--- config.mk ---
export PLATFORM = sky130hd
export DESIGN_NAME = shared_counter_arbiter
export DESIGN_NICKNAME = d
export VERILOG_FILES = /design/src/rtl/shared_counter_arbiter.sv
export SDC_FILE = /design/constraint.sdc
export NUM_CORES = 1
export LEC_CHECK = 0
export ABC_AREA = 1
export CAP_MARGIN = 20
export CORE_MARGIN = 4
export CORE_UTILIZATION = 48
export CTS_BUF_LIST = sky130_fd_sc_hd__clkbuf_16
export DETAILED_ROUTE_END_ITERATION = 16
export GPL_TIMING_DRIVEN = 0
export HOLD_SLACK_MARGIN = 0.02
export PLACE_DENSITY_LB_ADDON = 0.12
export SLEW_MARGIN = 20
export SYNTH_ARGS = -nofsm -noshare
export SYNTH_HDL_FRONTEND = slang
export SYNTH_SLANG_ARGS = --single-unit
--- constraint.sdc ---
create_clock -name clk -period 2.27 [get_ports clk]
set_input_delay 0.454 -clock clk [delete_from_list [all_inputs] [get_ports clk]]
set_output_delay 0.454 -clock clk [all_outputs]
set_load 0.02 [all_outputs]
--- src/rtl/shared_counter_arbiter.sv ---
// shared_counter_arbiter
//   Shares one SZ-bit up-counter among NREQ requesters. A round-robin arbiter
//   hands the counter to one requester at a time. The owner's length is latched
//   when it is granted, and the counter then runs from 0 up to that length.
//
// Optional build macro: COUNT_GATE_EN
//   When defined, a tick_en input is added and the counter advances only on
//   RUN cycles with tick_en=1. When undefined, it advances on every RUN cycle.
//
// Ports
//   clk        in   rising-edge clock
//   rst_n      in   asynchronous active-low reset
//   req        in   [NREQ]     per-requester request level, held until done
//   len        in   [NREQ*SZ]  per-requester length, slice i = len[i*SZ +: SZ]
//   tick_en    in   count enable (COUNT_GATE_EN builds only)
//   grant      out  [NREQ]     one-hot owner of the counter, zero when idle
//   done       out  [NREQ]     one-cycle completion pulse to the owner
//   busy       out  high in RUN and DONE
//   count_out  out  [SZ]       shared counter value
//
// state  | meaning
// -------+--------------------------------------------------------------
// S_IDLE | no owner; arbitrate among pending requests
// S_RUN  | owner granted; counter advancing towards len_q
// S_DONE | run complete; done pulse to owner for one cycle

module shared_counter_arbiter #(
  parameter int NREQ = 4,
  parameter int SZ   = 8
) (
  input  logic               clk,
  input  logic               rst_n,
  input  logic [NREQ-1:0]    req,
  input  logic [NREQ*SZ-1:0] len,
`ifdef COUNT_GATE_EN
  input  logic               tick_en,
`endif
  output logic [NREQ-1:0]    grant,
  output logic [NREQ-1:0]    done,
  output logic               busy,
  output logic [SZ-1:0]      count_out
);

  localparam int IW = $clog2(NREQ);
  localparam logic [SZ-1:0] ONE = SZ'(1);

  typedef enum logic [1:0] {
    S_IDLE = 2'd0,
    S_RUN  = 2'd1,
    S_DONE = 2'd2
  } state_t;

  state_t        state, state_d;
  logic [IW-1:0] ptr, ptr_d;
  logic [IW-1:0] owner, owner_d;
  logic [IW-1:0] win, cand;
  logic          found;
  logic [SZ-1:0] len_q, len_d;
  logic [SZ-1:0] cnt, cnt_d;
  logic [SZ-1:0] win_len;
  logic          adv;

`ifdef COUNT_GATE_EN
  assign adv = tick_en;
`else
  assign adv = 1'b1;
`endif

  // Round-robin search: first request found going upward from ptr+1,
  // wrapping at NREQ. ptr holds the most recent winner.
  always_comb begin
    found = 1'b0;
    win   = ptr;
    cand  = '0;
    for (int k = 1; k <= NREQ; k++) begin
      cand = IW'((int'(ptr) + k) % NREQ);
      if (!found && req[cand]) begin
        found = 1'b1;
        win   = cand;
      end
    end
  end

  assign win_len = len[win*SZ +: SZ];

  always_ff @(posedge clk or negedge rst_n) begin
    if (!rst_n) begin
      state <= S_IDLE;
      ptr   <= IW'(NREQ - 1);
      owner <= '0;
      len_q <= '0;
      cnt   <= '0;
    end else begin
      state <= state_d;
      ptr   <= ptr_d;
      owner <= owner_d;
      len_q <= len_d;
      cnt   <= cnt_d;
    end
  end

  always_comb begin
    state_d = state;
    ptr_d   = ptr;
    owner_d = owner;
    len_d   = len_q;
    cnt_d   = cnt;
    case (state)
      S_IDLE: begin
        if (found) begin
          // The pointer moves to the winner at grant time, so an owner that
          // later aborts has already given up its priority.
          ptr_d   = win;
          owner_d = win;
          len_d   = win_len;
          cnt_d   = '0;
          state_d = (win_len != '0) ? S_RUN : S_DONE;
        end
      end
      S_RUN: begin
        // Abort wins over a coincident increment; the counter holds.
        if (!req[owner]) begin
          state_d = S_IDLE;
        end else if (adv) begin
          cnt_d = cnt + ONE;
          if (cnt == len_q - ONE) begin
            state_d = S_DONE;
          end
        end
      end
      S_DONE: begin
        state_d = S_IDLE;
      end
      default: begin
        state_d = S_IDLE;
      end
    endcase
  end

  always_comb begin
    grant = '0;
    done  = '0;
    if (state != S_IDLE) begin
      grant[owner] = 1'b1;
    end
    if (state == S_DONE) begin
      done[owner] = 1'b1;
    end
  end

  assign busy      = (state != S_IDLE);
  assign count_out = cnt;

endmodule

==> After elaboration in Yosys (flattened, before gate mapping) <==
Index checks and enable logic that the tools add are counted.
{ "word_totals": {"register_bits": 22, "latch_bits": 0, "mem_bits_rw": 0, "rom_bits": 0, "input_bits": 38, "out_inout_bits": 17, "elab_cells": 68, "memories": 0} }
{ "classes": {"add_sub_neg": 6, "mul": 0, "div": 0, "order_cmp": 6, "eq_ne": 6, "shift": 1, "n_mux": 30, "n_bitwise": 0, "reduce_logical": 14} }
{ "op_table": {"columns": ["cell", "count"], "rows": [
  ["indexed part select 32 x 6 -> 8 bit", 1],
  ["two-way mux 2 bit", 8],
  ["two-way mux 8 bit", 2],
  ["case mux 8 bit (2 select lines)", 1],
  ["< comparator 2 x 3 -> 1 bit, second input constant", 5],
  ["binary-select mux 1 bit (select 2 bit)", 5],
  ["two-way mux 1 bit", 10],
  ["adder 8 x 1 -> 8 bit, second input constant", 1],
  ["== test 8 bit", 1],
  ["two-way mux 4 bit", 2],
  ["nonzero test 8 bit", 1],
  ["subtractor 8 x 1 -> 8 bit, second input constant", 1],
  ["adder 2 x 1 -> 2 bit, second input constant", 2],
  ["adder 2 bit, second input constant", 2],
  ["logical AND 1 bit", 4],
  ["!= test 2 bit, second input constant", 2],
  ["case mux 2 bit (2 select lines)", 1],
  ["AND reduction 2 bit", 2],
  ["nonzero test 2 bit", 2],
  ["logical NOT 1 bit", 3],
  ["!= test 3 bit, second input constant", 1],
  ["AND reduction 3 bit", 1],
  ["demux 1 bit (select 2 bit)", 1],
  ["== test 2 x 1 -> 1 bit, second input constant", 1],
  ["other kinds (3)", 3]
]} }

==> Depth between registers and ports, before layout <==
Gate-level depths: netlist (run 1).
{ "logic_depth": {"ltp_word": 18, "depth_mapped": 19, "ltp_nobuf": 18} }

==> Least setup slack after synthesis (run 1) <==
No wires, ideal clock.
{ "synth_timing": {"path_type": "register to register", "startpoint": "register ptr[1]", "endpoint": "register state[0]", "setup_time_ns": 0.117, "t_arrival_ns": 1.892, "required_ns": 2.153, "path_slack_ns": 0.261, "path_stages_with_launch": 20, "n_path_buf": 2, "synth_period_minus_slack_ns": 2.009, "path_cell_list": "dfstp_2 -> buf_4 -> inv_2 -> nand2_1 -> nand2_2 -> nand2_2 -> nand2_4 -> inv_4 -> nand2_2 -> nand2_4 -> nand2_4 -> buf_6 -> nand2_1 -> nand3_1 -> nand2_1 -> nand2_1 -> nor2_2 -> nand2_1 -> nand2_1 -> nand2_1"} }
{ "synth_via": {"elab_chain_cells": 18, "word_cells_on_any_way": 33, "cone_classes": "add/sub: 4; eq/ne: 1; shift: 1; mux: 19; reduce/logical: 8"} }
{ "synth_rtl": {"columns": ["element", "line", "text"], "rows": [
  ["start: declaration", "54", "logic [IW-1:0] ptr, ptr_d;"],
  ["start signal: assignment", "89", "ptr <= IW'(NREQ - 1);"],
  ["start signal: assignment", "95", "ptr <= ptr_d;"],
  ["adder 2 x 1 -> 2 bit", "76", "cand = IW'((int'(ptr) + k) % NREQ);"],
  ["binary-select mux 1 bit (select 2 bit)", "77", "if (!found && req[cand]) begin"],
  ["two-way mux 1 bit (implied by the code)", "77", null],
  ["two-way mux 1 bit", "77", null],
  ["logical NOT 1 bit", "77", null],
  ["logical AND 1 bit", "77", null],
  ["two-way mux 1 bit", "77", null],
  ["logical NOT 1 bit", "77", null],
  ["[2 not listed]", null, null],
  ["logical NOT 1 bit", "77", null],
  ["logical AND 1 bit", "77", null],
  ["two-way mux 2 bit", "77", null],
  ["indexed part select 32 x 6 -> 8 bit", "84", "assign win_len = len[win*SZ +: SZ];"],
  ["nonzero test 8 bit", "117", "state_d = (win_len != '0) ? S_RUN : S_DONE;"],
  ["two-way mux 2 bit", "117", null],
  ["two-way mux 2 bit", "110", "if (found) begin"],
  ["case mux 2 bit (2 select lines)", "108", "case (state)"],
  ["end signal: assignment", "94", "state <= state_d;"],
  ["end: declaration", "53", "state_t state, state_d;"]
]} }
Parallel ways exist; a longest one is shown, timed or not. The select of a mux whose other input is x is not followed.
A chain may end at the register's enable or synchronous reset.

==> Worst setup path in the final report (run 1) <==
{ "layout_timing": {"startpoint": "register ptr[0]", "endpoint": "register state[0]"} }
Same word-level chain as after synthesis.

==> flow_summary.toml, run 1 <==
[logic_synthesis]
syn_nets = 321
synth_edf_count = 0
avgSynthCellArea_um2 = 6.648
async_flop_share_pct = 100.0
synth_cell_type_count = 31
yosys_warnings = 0
synth_flop_cell = "dfrtp_1"
seq_area_frac_synth_pct = 29.60
synthCells = 281
yosysMostFrequentCell = "nand2_1"
yosys-top-cells-count = "nand2_1, nand3_1, inv_1"
synth.top_cells.by_area = "dfrtp_1, nand2_1, nand3_1"
netlist.area_leader.share_pct = 26.79
yosys.area.top_type = "dfrtp_1"
ys_ff_latch = 22
netlist_area_mm2 = 0.001868

[placed_design]
placed_area_mm2 = 0.002469
io_buffers = 54
routabilityCongestion = 0.7982
dp_cells = 383
dp_hpwl_um = 3568

[route]
vias = 2059
dr.pass1.iters = 4
wire_per_inst_um = 12.37
drt.antenna.violating_nets = 0
wl_um = 4946
drtIter0Drc = 107
via_per_inst = 5.148
drc = 0

[setup_path]
cp.required_ps = 2420
crit_fanout = 10
worstSetupEndpointType = "register"
worstSetupPathType = "reg -> reg"
reg2reg_depth = 18
cp_data_arrival_time_ps = 2360
critPathLaunchType = "register"
reg2reg_to = "state[0]$_DFFE_PN0P_"
r2r-start = "ptr[0]$_DFFE_PN1P_"
r2r_setup_slack_ps = 60

[power]
power_per_cell_area_mw_per_mm2 = 1683
power.leakage_nw = 1.330
peakVddDrop_mv = 0.8397

[global_route]
grt_max_degree = 23
grt_antenna_before_repair = 0
grt.total_usage_pct = 18.78
grt_pass1_vias = 1829
grt_pass1_wl_um = 7797
gr-total-overflow = 0

[sta]
clock.fmax_mhz = 451.5
setup_viol = 0
drv_slew = 0
worstMarginPinSlew_ps = 953.5
final-hold-violation-count = 0
grt_setup_unrepaired = "true"
min_period_over_period_pct = 97.56
slew_headroom_pct = 36.23
fin_skew_ps = 3.660
layout_min_cycle_time_ps = 2215

[clock_network]
holdBufCountCts = 0
cts_tree = "built"
htreeDepth = 1
clock_latency_ps = 260
cts_made_buffers = 3
cts.sinks = 22
root_buffer = "clkbuf_16"
clk_pin_slew_ps = 60
cts_buffer_depth = 2

[die]
start_util_pct = 50.27
die_h_um = 70.39
fp.dieArea_mm2 = 0.004954
ios = 55
rows = 22
coreArea_mm2 = 0.003716
die_w_um = 70.39

[min_path]
min_to = "len_q[1]$_DFFE_PN0P_"
worstHoldPathCells = 2
min-delay-start = "len_q[1]$_DFFE_PN0P_"
hold_path_class = "reg -> reg"

[layout]
final_layout_size_suffix_gt1_share_pct = 20.45
syn2layout_area_growth_pct = 48.43
diodes = 0
design_area_mm2 = 0.002773
fin_nets = 393
final_cells = 400

[run_status]
status = "finished, final reports clean"

[job]
drv_cap = 0
-- cell type report --
cell class	instances	area, µm²
clock inverter	1	3.754
buffer	6	53.80
sequential	22	553.0
timing repair inverter	1	5.005
multi-input combinational	221	1237
inverter	31	132.6
timing repair buffer	67	651.9
clock buffer	3	75.07
tap	48	60.06
fill	307	943.4
-- kinds of logic after synthesis --
logic type	after synthesis	share of synthesized area, %
AOI/OAI and AO/OA	30	8.641
buffers and inverters	38	9.243
adders and majority gates	2	1.339
xor gates and xnor gates	15	7.033
and+or+nand+nor	174	44.14
DFF	22	29.60
-- what timing repair did --
action                     in CTS  in global routing
setup endpoints to repair       9                  9
buffers inserted                1                 11
pin swaps                       3                  4
gates cloned                    0                  2
gates resized for setup         5                 38
-- worst max path at each step --
stage | end | slack (ps) | depth (start not counted) | start
global route | state[0]$_DFFE_PN0P_ | -80 | 18 | ptr[0]$_DFFE_PN1P_
floorplan | state[0]$_DFFE_PN0P_ | 260 | 19 | ptr[1]$_DFFE_PN1P_
finish | state[0]$_DFFE_PN0P_ | 60 | 18 | ptr[0]$_DFFE_PN1P_
global placement | owner[1]$_DFFE_PN0P_ | -300 | 12 | req[2]
detailed placement | owner[1]$_DFFE_PN0P_ | -320 | 12 | req[2]
CTS | state[0]$_DFFE_PN0P_ | 6 | 19 | ptr[1]$_DFFE_PN1P_
-- power breakdown --
part / internal [mW] / leakage (nW) / switching (mW) / total (mW)
clock network: 0.235 / 0.0423 / 0.138 / 0.373
registers: 0.567 / 0.277 / 0.156 / 0.722
logic: 1.47 / 1.01 / 2.10 / 3.57
total: 2.27 / 1.33 / 2.39 / 4.67
-- metrics by stage --
| step | hold slack, ps | setup slack [ps] | TNS (ps) | total power, mW | util [%] |
|---|---|---|---|---|---|
| after floorplan | 158.4 | 260.9 | 0 | 2.867 | - |
| after global placement | 491.2 | -300.8 | -2792 | 3.483 | 66.43 |
| after detailed placement | 501.0 | -324.1 | -3119 | 3.539 | 66.43 |
| after CTS | 514.5 | 5.546 | 0 | 3.975 | 68.89 |
| after global routing | 518.4 | -80.23 | -183.9 | 5.088 | 74.61 |
| final | 516.1 | 55.32 | 0 | 4.666 | 74.61 |
-- per-layer routing --
metal / track usage [%] / vias up / part of all wire, %
met5: 0 / - / 0
met4: 6.809 / 0 / 1.2
met3: 2.734 / 5 / 7.0
met2: 31.19 / 70 / 48
met1: 24.58 / 932 / 44
li1: - / 1052 / -
-- flip-flops by register name, summed over array words and instances, names as in the netlist --
signal / cells
count_out: 8
owner: 2
ptr: 2
state: 2
len_q: 8
-- cell usage in the layout, fill, tap and decap left out, drive strengths merged --
cell,Yosys,routed
nand4,2,2
dfrtp,20,20
nand3,42,42
ha,2,2
o21ai,18,18
inv,31,31
a31oi,1,1
buf,5,17
a21oi,8,8
a31o,1,1
dlymetal6s2s,0,3
dlygate4sd2,0,1
xor2,12,12
nor3,9,9
clkbuf,2,5
nor3b,1,1
nand3b,3,3
clkinvlp,0,2
clkdlybuf4s50,0,50
nand2,98,98
dfstp,2,2
o22ai,2,2
nor4,1,1
nor2,18,18
xnor2,3,3
-- worst max-delay path, stage by stage (launching register included) --
cell and delay [ps]:
dfstp_2 590, inv_6 70, nand2_2 60, nand2_2 100, nand2_2 110, nand2_4 70
nand2_4 90, nand2_2 60, nand2_4 120, nand2_4 80, buf_8 150, nand2_1 80
nand3_2 80, nand2_2 90, nand2_2 70, nor2_4 130, nand2_1 60, nand2_1 50
nand2_1 50
Power figures use the tool's default switching activity.
==> run 2: changes to the inputs <==
- ABC_CLOCK_PERIOD_IN_PS: unset -> 2270
- SKIP_LAST_GASP: unset -> 1
==> run 2 against run 1 <==
  * Maximum frequency shrank 1.0%
  * Highest routed layer unchanged
  * Final area is essentially flat
  * Wire length unchanged
  * Largest power group unchanged
  * Worst setup slack worse by 23 ps
==> flow_summary.toml, run 2 (same netlist as run 1, synthesis figures left out) <==
[setup_path]
critPathLaunch = "state[1]$_DFFE_PN0P_"
critPathLaunchType = "register"
reg2reg_depth = 18
crit_fanout = 7
worstSetupPathType = "reg -> out"
cp_data_arrival_time_ps = 1780
worstSetupEndpointType = "output port"
crit_end = "busy"
r2r_setup_slack_ps = 60
r2r-start = "ptr[0]$_DFFE_PN1P_"
reg2reg_to = "state[0]$_DFFE_PN0P_"
cp.required_ps = 1820

[sta]
drv_slew = 0
finalSetupTns_ps = 0
layout_min_cycle_time_ps = 2238
slew_headroom_pct = 36.24
setup_viol = 0
worstMarginPinSlew_ps = 953.4
clock.fmax_mhz = 446.9
final-hold-violation-count = 0
min_period_over_period_pct = 98.57
fin_skew_ps = 3.660
grt_setup_unrepaired = "true"
timing.hold.ws_ps = 516.1

[global_route]
grt_pass1_wl_um = 7797
grt_max_degree = 23
grt_pass1_vias = 1829
grt.total_usage_pct = 18.78
gr-total-overflow = 0
grt_antenna_before_repair = 0

[power]
power.leakage_nw = 1.330
power_per_cell_area_mw_per_mm2 = 1683
peakVddDrop_mv = 0.8397
power_mw = 4.662

[clock_network]
cts.sinks = 22
cts_made_buffers = 3
root_buffer = "clkbuf_16"
clk_pin_slew_ps = 60
cts_buffer_depth = 2
htreeDepth = 1
cts_tree = "built"
holdBufCountCts = 0
clock_latency_ps = 260

[route]
drc = 0
wire_per_inst_um = 12.37
via_per_inst = 5.145
drt.antenna.violating_nets = 0
vias = 2058
dr.pass1.iters = 4
wl_um = 4946
drtIter0Drc = 107

[run_status]
status = "finished, final reports clean"

[die]
coreArea_mm2 = 0.003716
ios = 55
rows = 22
die_h_um = 70.39
die_w_um = 70.39
fp.dieArea_mm2 = 0.004954
start_util_pct = 50.27

[layout]
syn2layout_area_growth_pct = 48.29
layout_common_cells = "nand2_1, clkdlybuf4s50_1, nand3_1, inv_1, dfrtp_1"
layout_commonest_cell = "nand2_1"
design_area_mm2 = 0.002770
final_layout_size_suffix_gt1_share_pct = 20.17
diodes = 0
fin_nets = 393

[placed_design]
io_buffers = 54
dp_hpwl_um = 3568
placed_area_mm2 = 0.002469
routabilityCongestion = 0.7982

[min_path]
min-delay-start = "len_q[1]$_DFFE_PN0P_"
hold_path_class = "reg -> reg"

[job]
drv_cap = 0
run 2: cell counts in the layout (fill, tap and decap cells not counted):
No cell type changed its count.
run 2: through the flow:
stage          utilization (%)  instances  worst slack [ps]
2_1_floorplan                -        281             260.9
3_3_place_gp             66.43        383            -300.8
3_5_place_dp             66.43        383            -324.1
4_1_cts                  68.89        388             5.546
5_1_grt                  74.55        400            -80.23
6_report                 74.55        400             32.41
run 2: layout make-up:
type	instances	area (µm²)
plain buffers	6	53.80
clock buffers	3	75.07
clock inverters	1	3.754
fillers	308	945.9
inverters	31	132.6
multi-input cells	221	1235
flip-flops and latches	22	553.0
well taps	48	60.06
repair buffers	67	651.9
repair inverters	1	5.005
run 2: worst max-delay path, cell delays in order (launching register included):
cell and delay [ps]:
dfrtp_1 390, nor2_1 440, inv_1 140, clkdlybuf4s50_1 560
run 2: worst min-delay path by stage:
stage	endpoint	slack (ps)	depth (start not counted)
final	len_q[1]$_DFFE_PN0P_	520	2
after global routing	len_q[7]$_DFFE_PN0P_	520	2
after CTS	len_q[7]$_DFFE_PN0P_	510	2
after detailed placement	len_q[7]$_DFFE_PN0P_	500	2
after global placement	len_q[7]$_DFFE_PN0P_	490	2
after floorplan	count_out[0]$_DFFE_PN0P_	160	0
run 2: what timing repair did:
action,in CTS,in global routing
cloned,0,2
setup endpoints to repair,9,9
pin swaps,3,4
buffers inserted,1,11
gates resized for setup,5,37
run 2: power breakdown:
| part | leakage [nW] | switching [mW] | internal (mW) | total (mW) |
|---|---|---|---|---|
| Clock | 0.0423 | 0.138 | 0.235 | 0.373 |
| Combinational | 1.01 | 2.10 | 1.47 | 3.57 |
| Sequential | 0.277 | 0.153 | 0.567 | 0.720 |
run 2: layer usage:
metal / vias to the layer above / GRT usage, % / share of wire, %
met3: 5 / 2.734 / 7.0
met1: 932 / 24.58 / 44
li1: 1051 / - / -
met4: 0 / 6.809 / 1.2
met2: 70 / 31.19 / 48
met5: - / 0 / 0
==> RTL edit 1, RTL diff (flow settings as in run 2) <==
`NREQ`: 4 -> 8.
--- a/src/rtl/shared_counter_arbiter.sv
+++ b/src/rtl/shared_counter_arbiter.sv
@@ -26,5 +26,5 @@
 
 module shared_counter_arbiter #(
-  parameter int NREQ = 4,
+  parameter int NREQ = 8,
   parameter int SZ   = 8
 ) (
Interface: changed (resized done, grant, len and req); port bits go from 55 to 99. The function was not compared with the original's and may differ.
==> RTL edit 1 against run 2 <==
The flow now finishes with violations (negative setup slack); worst setup slack worse by 1000 ps; cell area is 76% higher; sequential cell count rose by 2; global-route usage rose by 8.8 points; routed wire length is 120% higher; die area rose by 48%; area after synthesis grew 55%.
Power is not shown: default switching activity piles up to over one toggle a cycle in this logic, so the estimate is an artifact.
==> RTL edit 1: results <==
[status]
status = "finished, violations left"
violations = "negative setup slack"

[critical_path]
cp_slowest_stage_delay_ps = 540
crit_fanout = 6
slowest_stage = "dfstp_2"
critPathTopFamily = "simple AND/OR/NAND/NOR gates"
cp_data_arrival_time_ps = 3450
r2r_end = "state[1]"
reg2reg_depth = 24
worstSetupEndpoint = "state[1]"

[drt]
firstDrtPassIters = 6
detail_route.iter0.violations = 188
wl_met3_um = 773
vias_per_cell = 5.68
dr_wl_met2_um = 5890
wirelength_um = 11100
wl_met1_um = 4040

[yosys]
synth_commonest_cells = "nand2_1, nand3_1, nor2_1"
ys_types = 38
synth_seq_area_share_pct = 20.9
synth.net_count = 567
synth_top_flop_cell = "dfrtp_1"
synthTopCellsByArea = "nand2_1, dfrtp_1, nand3_1, nor2_1, inv_1"

[placement]
io_buffers = 98
hpwl_um = 7330
gp_congestion = 0.847

[grt]
grt.total_usage_pct = 27.5
grtUsageMet2_pct = 52.8
grt_first_pass_wirelength_um = 16900
use_met1_pct = 31.7
grt_max_degree = 25
grtUsageMet3_pct = 4.03
grt_pass1_vias = 3734

[timing]
finalSetupViolations = 24
fin_worst_skew_ps = 2.55
max_slew_margin_pct = 65.5
setup_ws_ps = -996
whs_ps = 163

[finish]
drive_gt1_share_pct = 24.9
nNetsFinal = 705

[worst_hold_path]
hold_path_class = "input pin to async pin"
## RTL edit 1: cell types whose count changed in the layout (fill, tap and decap cells not counted), moves of 6 or more
cell	before	now
nand2_1	72	138
clkdlybuf4s50_1	50	88
nand3_1	33	71
nor2_1	16	40
buf_4	11	31
nand2_2	18	32
buf_6	4	16
inv_1	26	37
nand3_4	1	12
dlymetal6s2s_1	3	9
## RTL edit 1: cell type report
type	count	area (µm²)
Buffer	16	164
Timing Repair Buffer	133	1290
Clock inverter	1	30.0
Inverter	48	208
Fill cell	325	805
Tap cell	72	90.1
Sequential cell	24	604
Clock buffer	3	75.1
Multi-Input combinational cell	401	2410
## RTL edit 1: through the flow
stage / TNS (ps) / cells / instance area [µm²] / worst slack (ps) / utilization, %
6_report: -18970 / 698 / 4870 / -996 / 85.8
5_1_grt: -22980 / 698 / 4870 / -1160 / 85.8
4_1_cts: -16210 / 690 / 4530 / -893 / 79.7
3_5_place_dp: -20150 / 659 / 4060 / -1120 / 71.5
3_3_place_gp: -18140 / 659 / 4060 / -1080 / 71.5
2_1_floorplan: -8300 / 489 / 2990 / -630 / -
## RTL edit 1: logic make-up (layout without fill, tap and decap cells)
group / count (synthesis) / count (layout) / share of synthesized area, %
adder cells (fa/ha/maj): 4 / 4 / 1.73
AND/OR/NAND/NOR: 344 / 344 / 54.2
AO/OA/AOI/OAI: 38 / 38 / 8.02
buffers and inverters: 64 / 201 / 10.0
flip-flops: 24 / 24 / 20.9
XOR/XNOR: 15 / 15 / 5.07
## RTL edit 1: repair_timing
action	CTS	global route
endpoints found under the setup margin	25	36
gates resized for setup	36	88
gates cloned	2	1
buffers inserted	25	7
pin swaps	22	41
hold buffers	0	0
==> RTL edit 2, RTL diff (settings of run 2) <==
Without the edit above. Re-encode `state_t` (3 states) as one-hot, 3 bits wide.
--- a/src/rtl/shared_counter_arbiter.sv
+++ b/src/rtl/shared_counter_arbiter.sv
@@ -45,8 +45,8 @@
   localparam logic [SZ-1:0] ONE = SZ'(1);
 
-  typedef enum logic [1:0] {
-    S_IDLE = 2'd0,
-    S_RUN  = 2'd1,
-    S_DONE = 2'd2
+  typedef enum logic [2:0] {
+    S_IDLE = 3'b001,
+    S_RUN  = 3'b010,
+    S_DONE = 3'b100
   } state_t;
 
Behaviour: same outputs for any inputs over 10 cycles, from zero or initial values and one cycle with rst_n low; not proved beyond that.
==> RTL edit 2 against run 2 <==
Total power rose by 4.8%; cell count is 4.5% higher; core utilization shrank 1.1 points; cell area is 5.3% higher; routed wire length up 5.2%; area after synthesis is 5.4% higher; first-iteration DRC count grew 8.4%; register-to-register slack worse by 40 ps; sequential cell count is 1 higher; clock skew is 1.7 ps lower; worst setup slack got worse by 16 ps; critical path depth rose by 14.
==> RTL edit 2: results <==
[status]
status = "completed"

[yosys]
ys_warn_count = 0
syn_inst = 297
synth_commonest_cells = "nand2_1, nand3_1, inv_1"
synth_seq_area_share_pct = 29.4
async_flop_share_pct = 100
synthTopCellsByArea = "dfrtp_1, nand2_1, nand3_1, inv_1, nand2_4"
ys_types = 30
synth.net_count = 337

[finish]
n_fill_cell = 336
drive_gt1_share_pct = 18.5
nNetsFinal = 409

[drt]
firstDrtPassIters = 4
wire_per_inst_um = 12.4
detail_route.iter0.violations = 116
drc = 0
wirelength_um = 5200
vias_per_cell = 5.15

[power]
p_sw_mw = 2.49
peakVddDrop_uv = 864
p_leak_nw = 1.50

[placement]
gp_congestion = 0.809
dp_cells = 401
place_area_um2 = 2570
dpl_worst_slack_ps = -341
hpwl_um = 3730

[cts]
cts_buffers = 3
clock-root-buffer = "clkbuf_16"

[critical_path]
critPathTopFamily = "simple AND/OR/NAND/NOR gates"
crit_fanout = 8
cp_data_arrival_time_ps = 2400
slowest_stage = "dfstp_2"
cp_slowest_stage_delay_ps = 580

[grt]
grt.total_usage_pct = 20.0
grt_max_degree = 24
grt_first_pass_wirelength_um = 8500
grt_pass1_vias = 1996
antenna_found_initial = 0

[timing]
max_slew_margin_pct = 62.9
fin_worst_skew_ps = 1.92

[worst_hold_path]
hold_path_class = "input pin to async pin"
==> RTL edit 2: changes by cell type in the layout (fill, tap and decap cells not counted), sizes merged, moves of 2 or more <==
cell	change
o22ai	-2
xnor2	+3
nand2	+18
nand3	-6
dlygate4sd2	+5
inv	+3
nand3b	+4
o21ai	-2
clkdlybuf4s50	-5
nand4	+3
xor2	-4
==> RTL edit 2: timing repair <==
item	in CTS	in global routing
setup endpoints to repair	6	19
pin swaps	1	10
hold endpoints to repair	0	0
gates cloned	0	3
resized for setup	9	38
setup buffers	1	9
==> RTL edit 2: path summary, 6_finish.rpt <==
kind	cells past startpoint	to	slack, ps	startpoint
max	17	state[1]	20	ptr[0]
min	1	state[2]	160	rst_n
max reg2reg	17	state[1]	20	ptr[0]
min reg2reg	2	len_q[1]	490	len_q[1]
max in group asynchronous	1	ptr[1]	1760	rst_n
min in group clk	2	len_q[1]	490	len_q[1]
==> RTL edit 2: power groups by stage <==
stage          Clock (mW)  Sequential [mW]  Combinational, mW
6_report            0.371            0.756               3.76
5_1_grt             0.401            0.778               4.20
4_1_cts             0.379            0.745               2.93
3_5_place_dp            0            0.752               2.88
3_3_place_gp            0            0.748               2.83
2_1_floorplan           0            0.743               2.21
==> RTL edit 2: routing by layer <==
layer  part of all wire (%)  global-route usage (%)
met5                      0                       0
met4                   0.94                    5.22
met3                    4.3                    3.74
met2                     51                    37.6
met1                     43                    23.1
==> RTL edit 2: layout make-up <==
cell class | count | area, µm² | area share [%]
inverter | 34 | 138 | 4.72
buffer | 7 | 67.6 | 2.32
multi-input combinational | 234 | 1340 | 45.9
sequential | 23 | 579 | 19.9
clock buffer | 3 | 75.1 | 2.57
timing repair buffer | 65 | 646 | 22.1
timing repair inverter | 1 | 7.51 | 0.257
clock inverter | 1 | 3.75 | 0.129
tap | 50 | 62.6 | 2.15
==> RTL edit 2: worst reg2reg max path, stage by stage (launching register included) <==
cell and delay, ps:
dfstp_2 580, buf_8 150, nand2_4 60, nand2_4 90, nand2_2 70, nand2_4 110
nand2_4 70, nand3_4 160, nand2_8 90, clkbuf_16 160, nand2_1 50, nand3_1 70
nand2_1 80, nand2_1 50, nor2_1 110, nand2_1 110, nand2_1 80, nand2_1 50
==> RTL edit 2: logic make-up (layout without fill, tap and decap cells) <==
family / count (synthesis) / after routing / synth area share, %
XOR/XNOR: 14 / 14 / 6.23
adder cells (fa/ha/maj): 2 / 2 / 1.27
flip-flops: 23 / 23 / 29.4
AO/OA/AOI/OAI: 26 / 26 / 7.24
AND/OR/NAND/NOR: 191 / 192 / 46.6
buffers and inverters: 41 / 111 / 9.27
